File: src/rtl/rr_burst_sched_pkg.sv
// rtl/rr_burst_sched_pkg.sv - shared types, constants and helpers for rr_burst_sched
//
// Purpose : state encoding, grant-index width and the one-hot expansion
//           helper used by the burst scheduler and its arbiter.
// Contents:
//   GID_W    width of the binary grant index (supports up to 8 requesters)
//   MAX_REQ  largest requester count the index width can address
//   S_*      state encodings, state_t enum built from them
//   onehot() index -> one-hot vector of MAX_REQ bits
package rr_burst_sched_pkg;

   localparam int GID_W   = 3;
   localparam int MAX_REQ = 8;

   localparam logic [1:0] S_IDLE  = 2'd0;
   localparam logic [1:0] S_GRANT = 2'd1;
   localparam logic [1:0] S_XFER  = 2'd2;
   localparam logic [1:0] S_REL   = 2'd3;

   typedef enum logic [1:0] {
      ST_IDLE  = S_IDLE,
      ST_GRANT = S_GRANT,
      ST_XFER  = S_XFER,
      ST_REL   = S_REL
   } state_t;

   function automatic logic [MAX_REQ-1:0] onehot(input logic [GID_W-1:0] idx);
      logic [MAX_REQ-1:0] v;
      v      = '0;
      v[idx] = 1'b1;
      return v;
   endfunction

endpackage

File: src/rtl/rr_pick.sv
// rtl/rr_pick.sv - combinational rotating-priority requester search
//
// Purpose : returns the first asserted request at or above the priority
//           pointer, falling back to the lowest asserted request when none
//           exists at or above it. Purely combinational, no state.
// Ports   :
//   req      in  N_REQ  request vector
//   ptr      in  GID_W  index holding highest priority
//   win_id   out GID_W  winning index (0 when win_vld is low)
//   win_vld  out 1      at least one request asserted
module rr_pick
   import rr_burst_sched_pkg::*;
#(
   parameter int N_REQ = 5
) (
   input  logic [N_REQ-1:0] req,
   input  logic [GID_W-1:0] ptr,
   output logic [GID_W-1:0] win_id,
   output logic             win_vld
);

   logic found;

   always_comb begin
      win_id = '0;
      found  = 1'b0;
      // Pass 1: requests at or above the pointer, in ascending order.
      for (int i = 0; i < N_REQ; i++) begin
         if (!found && req[i] && (GID_W'(i) >= ptr)) begin
            win_id = GID_W'(i);
            found  = 1'b1;
         end
      end
      // Pass 2: wrap around to the lowest asserted request.
      for (int i = 0; i < N_REQ; i++) begin
         if (!found && req[i]) begin
            win_id = GID_W'(i);
            found  = 1'b1;
         end
      end
      win_vld = |req;
   end

endmodule

File: src/rtl/rr_burst_sched.sv
// rtl/rr_burst_sched.sv - burst-level round-robin scheduler for one shared resource
//
// Purpose : arbitrates N_REQ requesters for a single-port resource. A winner
//           is chosen in IDLE with rotating priority, its burst length is
//           latched, and the grant is held until length+1 beats are accepted
//           or the stall watchdog expires. Priority then moves past the
//           winner.
// Ports   :
//   CLK       in  1            clock
//   XRST      in  1            synchronous active-low reset
//   REQ       in  N_REQ        request levels (sampled in IDLE only)
//   REQ_LEN   in  N_REQ*LEN_W  burst length-1 per requester, slice i at [i*LEN_W +: LEN_W]
//   BEAT_VLD  in  1            resource accepted a beat (counted in XFER only)
//   GNT       out N_REQ        registered one-hot grant
//   GNT_ID    out GID_W        index of granted requester, held while GNT==0
//   BUSY      out 1            high in GRANT and XFER
//   DONE      out 1            one-cycle pulse, burst completed
//   TO_ERR    out 1            one-cycle pulse, burst aborted by watchdog
module rr_burst_sched
   import rr_burst_sched_pkg::*;
#(
   parameter int N_REQ  = 5,
   parameter int LEN_W  = 4,
   parameter int TO_CYC = 64
) (
   input  logic                   CLK,
   input  logic                   XRST,
   input  logic [N_REQ-1:0]       REQ,
   input  logic [N_REQ*LEN_W-1:0] REQ_LEN,
   input  logic                   BEAT_VLD,
   output logic [N_REQ-1:0]       GNT,
   output logic [GID_W-1:0]       GNT_ID,
   output logic                   BUSY,
   output logic                   DONE,
   output logic                   TO_ERR
);

   localparam int               TO_W    = $clog2(TO_CYC);
   localparam logic [TO_W-1:0]  TO_LAST = TO_W'(TO_CYC - 1);
   localparam logic [GID_W-1:0] LAST_ID = GID_W'(N_REQ - 1);

   state_t             state;
   logic [GID_W-1:0]   ptr;
   logic [LEN_W-1:0]   beat_cnt;
   logic [TO_W-1:0]    to_cnt;

   logic [GID_W-1:0]   pick_id;
   logic               pick_vld;
   logic [LEN_W-1:0]   pick_len;

   rr_pick #(
      .N_REQ   (N_REQ)
   ) u_pick (
      .req     (REQ),
      .ptr     (ptr),
      .win_id  (pick_id),
      .win_vld (pick_vld)
   );

   // Length field of the current winner.
   always_comb begin
      pick_len = '0;
      for (int i = 0; i < N_REQ; i++) begin
         if (GID_W'(i) == pick_id) begin
            pick_len = REQ_LEN[i*LEN_W +: LEN_W];
         end
      end
   end

   always_ff @(posedge CLK) begin
      if (!XRST) begin
         state    <= ST_IDLE;
         ptr      <= '0;
         beat_cnt <= '0;
         to_cnt   <= '0;
         GNT      <= '0;
         GNT_ID   <= '0;
         BUSY     <= 1'b0;
         DONE     <= 1'b0;
         TO_ERR   <= 1'b0;
      end else begin
         DONE   <= 1'b0;
         TO_ERR <= 1'b0;
         case (state)
            ST_IDLE: begin
               if (pick_vld) begin
                  // Grant registers load here so they are visible in GRANT.
                  GNT      <= N_REQ'(onehot(pick_id));
                  GNT_ID   <= pick_id;
                  BUSY     <= 1'b1;
                  beat_cnt <= pick_len;
                  to_cnt   <= '0;
                  ptr      <= (pick_id == LAST_ID) ? '0 : pick_id + 1'b1;
                  state    <= ST_GRANT;
               end
            end

            ST_GRANT: begin
               to_cnt <= '0;
               state  <= ST_XFER;
            end

            ST_XFER: begin
               if (BEAT_VLD) begin
                  to_cnt <= '0;
                  if (beat_cnt == '0) begin
                     GNT   <= '0;
                     BUSY  <= 1'b0;
                     DONE  <= 1'b1;
                     state <= ST_REL;
                  end else begin
                     beat_cnt <= beat_cnt - 1'b1;
                  end
               end else if (to_cnt == TO_LAST) begin
                  // TO_CYC consecutive beat-less XFER cycles: abandon burst.
                  GNT    <= '0;
                  BUSY   <= 1'b0;
                  TO_ERR <= 1'b1;
                  state  <= ST_REL;
               end else begin
                  to_cnt <= to_cnt + 1'b1;
               end
            end

            ST_REL: begin
               state <= ST_IDLE;
            end

            default: begin
               state <= ST_IDLE;
            end
         endcase
      end
   end

endmodule

File: config.mk
export PLATFORM = sky130hd
export DESIGN_NAME = rr_burst_sched
export DESIGN_NICKNAME = d
export VERILOG_FILES = /design/src/rtl/rr_burst_sched_pkg.sv /design/src/rtl/rr_pick.sv /design/src/rtl/rr_burst_sched.sv
export SDC_FILE = /design/constraint.sdc
export NUM_CORES = 1
export LEC_CHECK = 0
export BUFFER_PORTS_ARGS = -buffer_cell sky130_fd_sc_hd__buf_2
export CORE_UTILIZATION = 40
export CTS_CLUSTER_SIZE = 40
export DETAILED_ROUTE_END_ITERATION = 16
export PLACE_DENSITY = 0.73
export SLEW_MARGIN = 5
export SYNTH_ARGS = -nofsm -noshare
export SYNTH_HDL_FRONTEND = slang
export SYNTH_SLANG_ARGS = --single-unit
File: constraint.sdc
create_clock -name CLK -period 6.2 [get_ports CLK]
set_input_delay 0.31 -clock CLK [delete_from_list [all_inputs] [get_ports CLK]]
set_output_delay 0.31 -clock CLK [all_outputs]
set_load 0.05 [all_outputs]
==> metrics.cfg, run 1 <==
[flow_run]
cap_viol_max_count=0

[critical_path]
crit_arrival_ns=3.11
path_buf_inv=0
slowest_delay_ns=0.67
reg2reg_slack_ns=3.27
worstSetupPathType=flip-flop to flip-flop
cp-start-kind=flip-flop
crit_chain=o21ai_2, a2111oi_0, mux2i_1, ha_1, nor2b_1, a221o_1, o21ai_0, o211ai_1, a32o_1
cp-end-kind=flip-flop
required_ns=6.38
path_max_fanout=8
path_delay_family=compound AO/OA/AOI/OAI gates
cp_slowest_cell=a2111oi_0

[min_path]
min_path_type=input pin to flip-flop

[logic_synthesis]
ys_async_sr_fraction=0
yosys-top-cells-area=dfxtp_1 31%, ha_1 7.4%, a21oi_1 5.0%
synth_cell_types=55
synth_commonest_cells=26 x dfxtp_1, 22 x nand2_1, 17 x a21oi_1, 14 x inv_1, 13 x nor2_1
synth_ff_type=dfxtp_1
syn_inst=207
ys_ff_latch=26
syn_area_mm2=0.001698
avgSynthCellArea_um2=8.202
yosysMostFrequentCell=dfxtp_1
synth_edf_count=0
yosysTopAreaCellShare=0.3066
yosysTopAreaCell=dfxtp_1
synth_fp_nets=245
ys_seq_area_frac=0.3066
yosysWarnings=0

[route]
postRouteAntennaNets=0
routed_wl_um=3853
dr.pass1.iters=4
drc=0
vias=1634
vias_per_cell=5.577
wl_per_cell_um=13.15
drt_iter0_markers=89

[sta]
report.final.slew_viol_count=0
max_slew_margin=0.5378
clock_skew_ns=0.008426
finalSetupViolations=0
fmax_ghz=0.3413
worstMarginPinSlew_ns=0.6758
tns_ns=0
setup_ws_ns=3.270
rsz0062_at_grt=no
layout_min_cycle_time_ns=2.930
layout_worst_path_cycle_share=0.4726
hold_viol_final=0

[power_and_ir_drop]
power_density_mw_per_mm2=400.9
power_leakage_nw=0.8632
ir_drop_mv=0.1676

[die]
rows=23
die_height_um=67.15
chipWidth_um=67.15
die_area_mm2=0.004509
io_pins=39
start_util=0.4214
coreArea_mm2=0.004029

[grt]
grt_util_met2=0.3025
grt_pass1_vias=1463
grt_max_degree=19
grt_pass1_wl_um=6499
grt_antenna_before_repair=0
track_usage=0.1863
grt_remaining_overflow=0
busiest_layer=met2
grtUsageMet3=0.02365
met1_usage=0.2523

[placed_design]
portBuffers=38
dp_slack_ns=3.319
hpwl_um=2909
gp_congestion=0.8143

[clock_network]
cts_hold_buffers=0
cts_tree=yes
clk_latency_ns=0.28
post_cts_buffers=0
cts_buffers=3
cts_sinks=26
htree_levels=1
root_buffer=clkbuf_8
path_clk_slew_ns=0.09
cts-resized-gates=0
clockBufferDepth=2

[layout]
nFillCells=416
syn2layout_area_growth_pct=17.24
nets=282
diodes=0
layout-drive-gt1-share=0.2058

[run_status]
status=finished, final reports clean

## metal layers
layer | vias to the layer above | wire length (um)
li1 | 835 | -
met1 | 746 | 1907
met2 | 48 | 1721
met3 | 5 | 176
met4 | 0 | 48
met5 | - | 0
## flip-flops by register name, summed over array words and instances, names as in the netlist
register,count
to_cnt,6
ptr,3
TO_ERR,1
beat_cnt,4
GNT,5
BUSY,1
DONE,1
state,2
GNT_ID,3
## cells in the final DEF (no fill, tap or decap), types with 2 or more instances in the layout
master	Yosys	layout
a211oi_1	2	2
a21oi_1	17	17
a22o_1	4	4
a22oi_1	3	3
a31oi_1	2	2
a32o_1	2	2
and2_1	6	6
and3_1	2	2
buf_2	0	38
clkbuf_8	0	3
dfxtp_1	26	26
ha_1	10	10
inv_1	14	14
mux2i_1	4	4
nand2_1	22	22
nand2b_1	4	4
nand3_1	9	9
nand4_1	4	4
nand4b_1	2	2
nor2_1	13	13
nor2b_1	4	4
nor3b_1	2	2
o211ai_1	3	3
o21a_1	3	3
o21ai_0	9	9
o21ai_2	2	2
o22ai_1	2	2
o31ai_1	2	2
xor2_1	3	3
## worst min-delay path: stages
cell and delay, ns:
buf_2 0.07, mux2i_1 0.05, o211ai_1 0.15
## through the flow
| stage | total power, mW | util | instance area [um^2] | hold slack, ns | cells |
|---|---|---|---|---|---|
| floorplan | 0.5650 | - | 1698 | 0.4443 | 207 |
| global placement | 0.6503 | 0.4764 | 1919 | 0.4420 | 289 |
| detailed placement | 0.6541 | 0.4764 | 1919 | 0.4482 | 289 |
| CTS | 0.7980 | 0.4941 | 1991 | 0.3424 | 293 |
| global route | 0.8571 | 0.4941 | 1991 | 0.3564 | 293 |
| finish | 0.7980 | 0.4941 | 1991 | 0.3398 | 293 |
## where the power goes
part	internal, mW	leakage [nW]	switching, mW
Combinational	0.151	0.615	0.268
Sequential	0.206	0.212	0.0320
Clock	0.0864	0.0357	0.0547
## kinds of logic after synthesis
| family | share of synthesized area |
|---|---|
| and+or+nand+nor | 0.2646 |
| DFF | 0.3066 |
| adders and majority gates | 0.07369 |
| xor gates and xnor gates | 0.02064 |
| buffers and inverters | 0.04937 |
| muxes | 0.02358 |
| AOI/OAI and AO/OA | 0.2616 |
## path summary, 6_finish.rpt
check	depth (start not counted)	from	end
worst max register to register	9	ptr[1]	beat_cnt[3]
worst max-delay path	9	ptr[1]	beat_cnt[3]
worst min-delay path	3	REQ_LEN[16]	beat_cnt[0]
worst min register to register	2	GNT[4]	GNT[4]
## cell type report
| class | count | area (um^2) | area share |
|---|---|---|---|
| Tap cell | 50 | 62.56 | 0.03143 |
| Clock inverter | 1 | 30.03 | 0.01508 |
| Inverter | 14 | 52.55 | 0.02640 |
| Multi-Input combinational cell | 161 | 1094 | 0.5493 |
| Clock buffer | 3 | 41.29 | 0.02074 |
| Sequential cell | 26 | 520.5 | 0.2615 |
| Timing Repair Buffer | 38 | 190.2 | 0.09554 |
(Power assumes the default switching activity.)
==> run 2: changes to the inputs <==
- clock period: 6.2 -> 2.8 ns (I/O delays scaled with it)
==> metrics.cfg, run 2 (synthesis results as in run 1) <==
[run_status]
status=finished, final reports clean

[critical_path]
cp-endpoint=beat_cnt[3]
reg2reg_slack_ns=0.17  ; -3.10 ns
crit_arrival_ns=2.81  ; -0.30 ns
required_ns=2.98  ; -3.40 ns
reg2reg_from=ptr[2]
timing.rr.end=beat_cnt[3]
cp-start-kind=flip-flop
path_max_fanout=6  ; -2
cp-end-kind=flip-flop
worstSetupPathType=flip-flop to flip-flop
ff2ff_path_depth=11  ; +2
crit_start=ptr[2]

[placed_design]
dpl_cell_area_mm2=0.001979  ; +3.1%
portBuffers=38  ; unchanged
gp_congestion=0.8167  ; +0.29%
hpwl_um=2998  ; +3.1%
dp_slack_ns=0.05927  ; -3.260 ns

[route]
routed_wl_um=3962  ; +2.8%
vias_per_cell=5.518  ; -1.0%
wl_per_cell_um=13.16  ; about the same
postRouteAntennaNets=0  ; unchanged
dr.pass1.iters=4  ; unchanged
drt_iter0_markers=107  ; +20%
vias=1661  ; +1.7%
drc=0  ; unchanged

[layout]
layout_common_cells=38 x buf_2, 25 x dfxtp_1, 22 x nand2_1, 17 x a21oi_1, 14 x inv_1
utilization=0.5106  ; +0.01646
largest-register=to_cnt
diodes=0  ; unchanged
syn2layout_area_growth_pct=21.15
nets=290  ; +2.8%
layout_commonest_cell=buf_2
fin_area_mm2=0.002057  ; +3.3%
reg_top3=to_cnt (6), GNT (5), beat_cnt (4)
layout-drive-gt1-share=0.2430  ; +0.03727
largest_register_ffs=6  ; unchanged

[grt]
track_usage=0.1974  ; +0.01106
grt_remaining_overflow=0  ; unchanged
grt_pass1_vias=1543  ; +5.5%
grt_pass1_wl_um=6775  ; +4.2%
grt_max_degree=19  ; unchanged
grt_antenna_before_repair=0  ; unchanged

[clock_network]
clockBufferDepth=2  ; unchanged
cts_hold_buffers=0  ; unchanged
clk_latency_ns=0.28  ; about the same
htree_levels=1  ; unchanged
cts_sinks=26  ; unchanged
root_buffer=clkbuf_8
cts_buffers=3  ; unchanged
cts_tree=yes
path_clk_slew_ns=0.09  ; about the same

[power_and_ir_drop]
power_frac_comb=0.549  ; +0.024
power_leakage_nw=0.9036  ; +4.7%
p_clk_frac=0.172  ; -0.005
switching_share=0.4377  ; -0.006925
power_density_mw_per_mm2=894.0  ; +120%
sequentialPowerShare=0.279  ; -0.019
switchingPower_mw=0.8050  ; +130%
p_int_mw=1.034  ; +130%
ir_drop_mv=0.4729  ; +180%

[die]
coreArea_mm2=0.004029  ; unchanged
chipWidth_um=67.15  ; unchanged
start_util=0.4214  ; unchanged
io_pins=39  ; unchanged
rows=23  ; unchanged
die_area_mm2=0.004509  ; unchanged
die_height_um=67.15  ; unchanged

[sta]
layout_min_cycle_time_ns=2.632  ; -0.2980 ns
rsz0062_at_grt=no
finalSetupViolations=0  ; unchanged
hold_viol_final=0  ; unchanged
report.final.slew_viol_count=0  ; unchanged
max_slew_margin=0.5980  ; +0.06017
tns_ns=0  ; unchanged
clock_skew_ns=0.002962  ; -0.005463 ns
layout_worst_path_cycle_share=0.9400  ; +0.4674
timing.hold.ws_ns=0.1910  ; -0.1488 ns
fmax_ghz=0.3799  ; +11%
setup_ws_ns=0.1679  ; -3.102 ns
worstMarginPinSlew_ns=0.6030  ; -0.07278 ns

[min_path]
min_path_type=input pin to flip-flop

[flow_run]
cap_viol_max_count=0  ; unchanged

run 2: cell count changes in the layout (fill, tap and decap cells not counted):
| cell | change |
|---|---|
| o21a_2 | +1 |
| o21a_1 | -1 |
| a21boi_1 | +1 |
| buf_4 | +8 |
| a2111oi_0 | -1 |
| ha_1 | -1 |
| dfxtp_2 | +1 |
| dfxtp_1 | -1 |
| a21boi_0 | -1 |
| ha_2 | +1 |
| a2111oi_1 | +1 |
run 2: how the worst min path moves through the flow:
stage,endpoint,cells after the start,startpoint
after global routing,DONE,3,BEAT_VLD
final,beat_cnt[0],3,REQ_LEN[16]
after global placement,GNT_ID[2],2,GNT_ID[2]
after detailed placement,GNT[4],2,GNT[4]
after floorplan,DONE,2,BEAT_VLD
after CTS,beat_cnt[0],3,REQ_LEN[16]
run 2: layer usage:
| layer | vias to the layer above | part of all wire | GRT usage |
|---|---|---|---|
| met5 | - | 0 | 0 |
| met1 | 752 | 0.48 | 0.2635 |
| li1 | 851 | - | - |
| met3 | 5 | 0.045 | 0.02027 |
| met4 | 0 | 0.018 | 0.09043 |
| met2 | 53 | 0.45 | 0.3175 |
run 2: repair_timing:
action                     4_1_cts  5_1_grt
setup endpoints to repair        0        4
gates resized for setup          0        5
setup buffers                    0        0
run 2: final cells by class:
cell class	count	area [um^2]
multi-input combinational	161	1099
tap	50	62.56
sequential	26	521.8
inverter	14	52.55
clock inverter	1	30.03
fill	394	1972
timing repair buffer	46	250.2
clock buffer	3	41.29
run 2: metrics by stage:
step | cells | total power [mW]
floorplan | 207 | 1.251
global placement | 297 | 1.499
detailed placement | 297 | 1.509
CTS | 301 | 1.836
global route | 301 | 1.977
finish | 301 | 1.839
run 2: worst max-delay path, stage by stage (launching register included):
cell      delay, ns
dfxtp_2        0.38
o21ai_2        0.10
a211o_1        0.29
or4_1          0.40
o21a_2         0.18
inv_1          0.12
ha_2           0.24
nor2b_1        0.09
a221o_1        0.29
o21ai_0        0.08
o211ai_1       0.12
a32o_1         0.23
run 2: power groups by stage:
| stage | Sequential (mW) | Combinational, mW | Clock (mW) |
|---|---|---|---|
| 6_report | 0.513 | 1.01 | 0.316 |
| 5_1_grt | 0.525 | 1.11 | 0.338 |
| 3_3_place_gp | 0.519 | 0.980 | 0 |
| 2_1_floorplan | 0.663 | 0.588 | 0 |
| 3_5_place_dp | 0.520 | 0.989 | 0 |
| 4_1_cts | 0.512 | 0.999 | 0.325 |
==> run 3: changes to the inputs <==
- CORE_ASPECT_RATIO: unset -> 0.7
==> metrics.cfg, run 3 (synthesis results as in run 1) <==
[grt]
grt_pass1_vias=1530  ; -0.84%
grt_antenna_before_repair=0  ; unchanged
track_usage=0.2012  ; +0.003856
grt_max_degree=19  ; unchanged
grt_remaining_overflow=0  ; unchanged
grt_pass1_wl_um=7169  ; +5.8%

[route]
postRouteAntennaNets=0  ; unchanged
met1_length_um=2255  ; +18%
dr.pass1.iters=4  ; unchanged
route.top_layer_used=met4
vias=1660  ; -0.060%
wl_met2_um=1784  ; -0.67%
drt_iter0_markers=89  ; -17%
routed_wl_um=4292  ; +8.3%
vias_per_cell=5.515  ; about the same
routed-wl-met3_um=240  ; +36%
drc=0  ; unchanged
wl_per_cell_um=14.26  ; +8.3%

[power_and_ir_drop]
power_frac_comb=0.578  ; +0.029
switchingPower_mw=0.8069  ; +0.24%
power_leakage_nw=0.8838  ; -2.2%
p_clk_frac=0.120  ; -0.052
power_density_mw_per_mm2=859.8  ; -3.8%
switching_share=0.4618  ; +0.02411
ir_drop_mv=0.4682  ; -1.0%
p_int_mw=0.9402  ; -9.1%
sequentialPowerShare=0.302  ; +0.023

[die]
die_height_um=56.51  ; -16%
start_util=0.4251  ; +0.003697
chipWidth_um=79.87  ; +19%
die_area_mm2=0.004513  ; about the same
coreArea_mm2=0.003994  ; -0.87%
rows=19  ; -17%
io_pins=39  ; unchanged

[sta]
finalSetupViolations=0  ; unchanged
worstMarginPinSlew_ns=0.5707  ; -0.03231 ns
layout_min_cycle_time_ns=2.599  ; -0.03286 ns
report.final.slew_viol_count=0  ; unchanged
rsz0062_at_grt=no
fmax_ghz=0.3847  ; +1.3%
layout_worst_path_cycle_share=0.9283  ; -0.01174
max_slew_margin=0.6178  ; +0.01976
timing.hold.ws_ns=0.1985  ; +0.007494 ns
tns_ns=0  ; unchanged
hold_viol_final=0  ; unchanged
clock_skew_ns=0.009842  ; +0.006879 ns

[critical_path]
ff2ff_path_depth=11  ; unchanged
path_max_fanout=8  ; +2
cp-end-kind=flip-flop
required_ns=2.97  ; about the same
cp-start-kind=flip-flop
worstSetupPathType=flip-flop to flip-flop
crit_arrival_ns=2.77  ; -0.04 ns

[clock_network]
cts_buffers=3  ; unchanged
cts_hold_buffers=0  ; unchanged
htree_levels=1  ; unchanged
clockBufferDepth=2  ; unchanged
root_buffer=clkbuf_8
path_clk_slew_ns=0.09  ; about the same
cts_sinks=26  ; unchanged
clk_latency_ns=0.27  ; about the same
cts_tree=yes
post_cts_buffers=0  ; unchanged

[layout]
diodes=0  ; unchanged
seq_area_um2=523.0  ; +0.24%
layout_common_cells=38 x buf_2, 24 x dfxtp_1, 22 x nand2_1, 17 x a21oi_1, 14 x inv_1
syn2layout_area_growth_pct=19.68
largest_register_ffs=6  ; unchanged
layout_commonest_cell=buf_2
layout-drive-gt1-share=0.2490  ; +0.005968
nFillCells=392  ; -0.51%
reg_top3=to_cnt (6), GNT (5), beat_cnt (4)
utilization=0.5088  ; -0.001787
largest-register=to_cnt
nets=289  ; -0.34%
multi_input_area_mm2=0.001107  ; +0.80%

[min_path]
whs_path_depth=3  ; unchanged
min_path_type=input pin to flip-flop

[placed_design]
portBuffers=38  ; unchanged
hpwl_um=3304  ; +10%
gp_congestion=0.8768  ; +7.4%

[run_status]
status=finished, final reports clean

[flow_run]
cap_viol_max_count=0  ; unchanged

-- run 3: cell types whose count changed in the layout (fill, tap and decap cells not counted) --
cell	previous run	this run
buf_4	8	7
a2111oi_2	0	1
mux2i_2	0	1
dfxtp_2	1	2
bufinv_16	1	0
a21boi_0	0	1
a2111oi_1	1	0
a21boi_1	1	0
mux2i_1	4	3
dfxtp_1	25	24
-- run 3: routing by layer --
layer  GRT usage  up-vias
met4     0.02296        0
met3     0.04065        2
li1            -      849
met1      0.3137      755
met5           0        -
met2      0.2894       54
-- run 3: stage by stage --
stage | total power [mW] | area, um^2 | setup slack (ns) | instances
5_1_grt | 1.880 | 2032 | 0.005526 | 301
3_5_place_dp | 1.524 | 1974 | 0.06177 | 298
6_report | 1.747 | 2032 | 0.2008 | 301
2_1_floorplan | 1.251 | 1698 | 0.2145 | 207
4_1_cts | 1.737 | 2016 | 0.04711 | 301
3_3_place_gp | 1.511 | 1974 | 0.09357 | 298
-- run 3: area by class of cell --
class,count,share of cell area
Tap cell,52,0.03202
Timing Repair Buffer,45,0.1195
Inverter,14,0.02586
Sequential cell,26,0.2574
Clock buffer,3,0.02032
Multi-Input combinational cell,161,0.5449
-- run 3: critical path: stages, from the launching register on --
cell,delay (ns)
dfxtp_2,0.40
o21ai_2,0.10
a211o_1,0.28
or4_1,0.39
o21a_2,0.17
inv_1,0.12
ha_2,0.24
nor2b_1,0.09
a221o_1,0.29
o21ai_0,0.08
o211ai_1,0.12
a32o_1,0.23
-- run 3: final timing paths --
path | startpoint | to | slack [ns]
worst max register to register | ptr[1] | beat_cnt[3] | 0.20
worst max-delay path | ptr[1] | beat_cnt[3] | 0.20
worst min register to register | GNT[4] | GNT[4] | 0.47
worst min-delay path | REQ_LEN[16] | beat_cnt[0] | 0.20
-- run 3: power by group through the flow --
stage	Sequential (mW)	Combinational [mW]	Clock, mW
final	0.528	1.01	0.209
after global routing	0.539	1.12	0.224
after CTS	0.525	0.996	0.216
after detailed placement	0.532	0.992	0
after global placement	0.532	0.979	0
after floorplan	0.663	0.588	0
-- run 3: repair_timing --
| item | 4_1_cts | 5_1_grt |
|---|---|---|
| endpoints found under the hold margin | 0 | 0 |
| resized for setup | 0 | 7 |
| setup endpoints to repair | 0 | 4 |
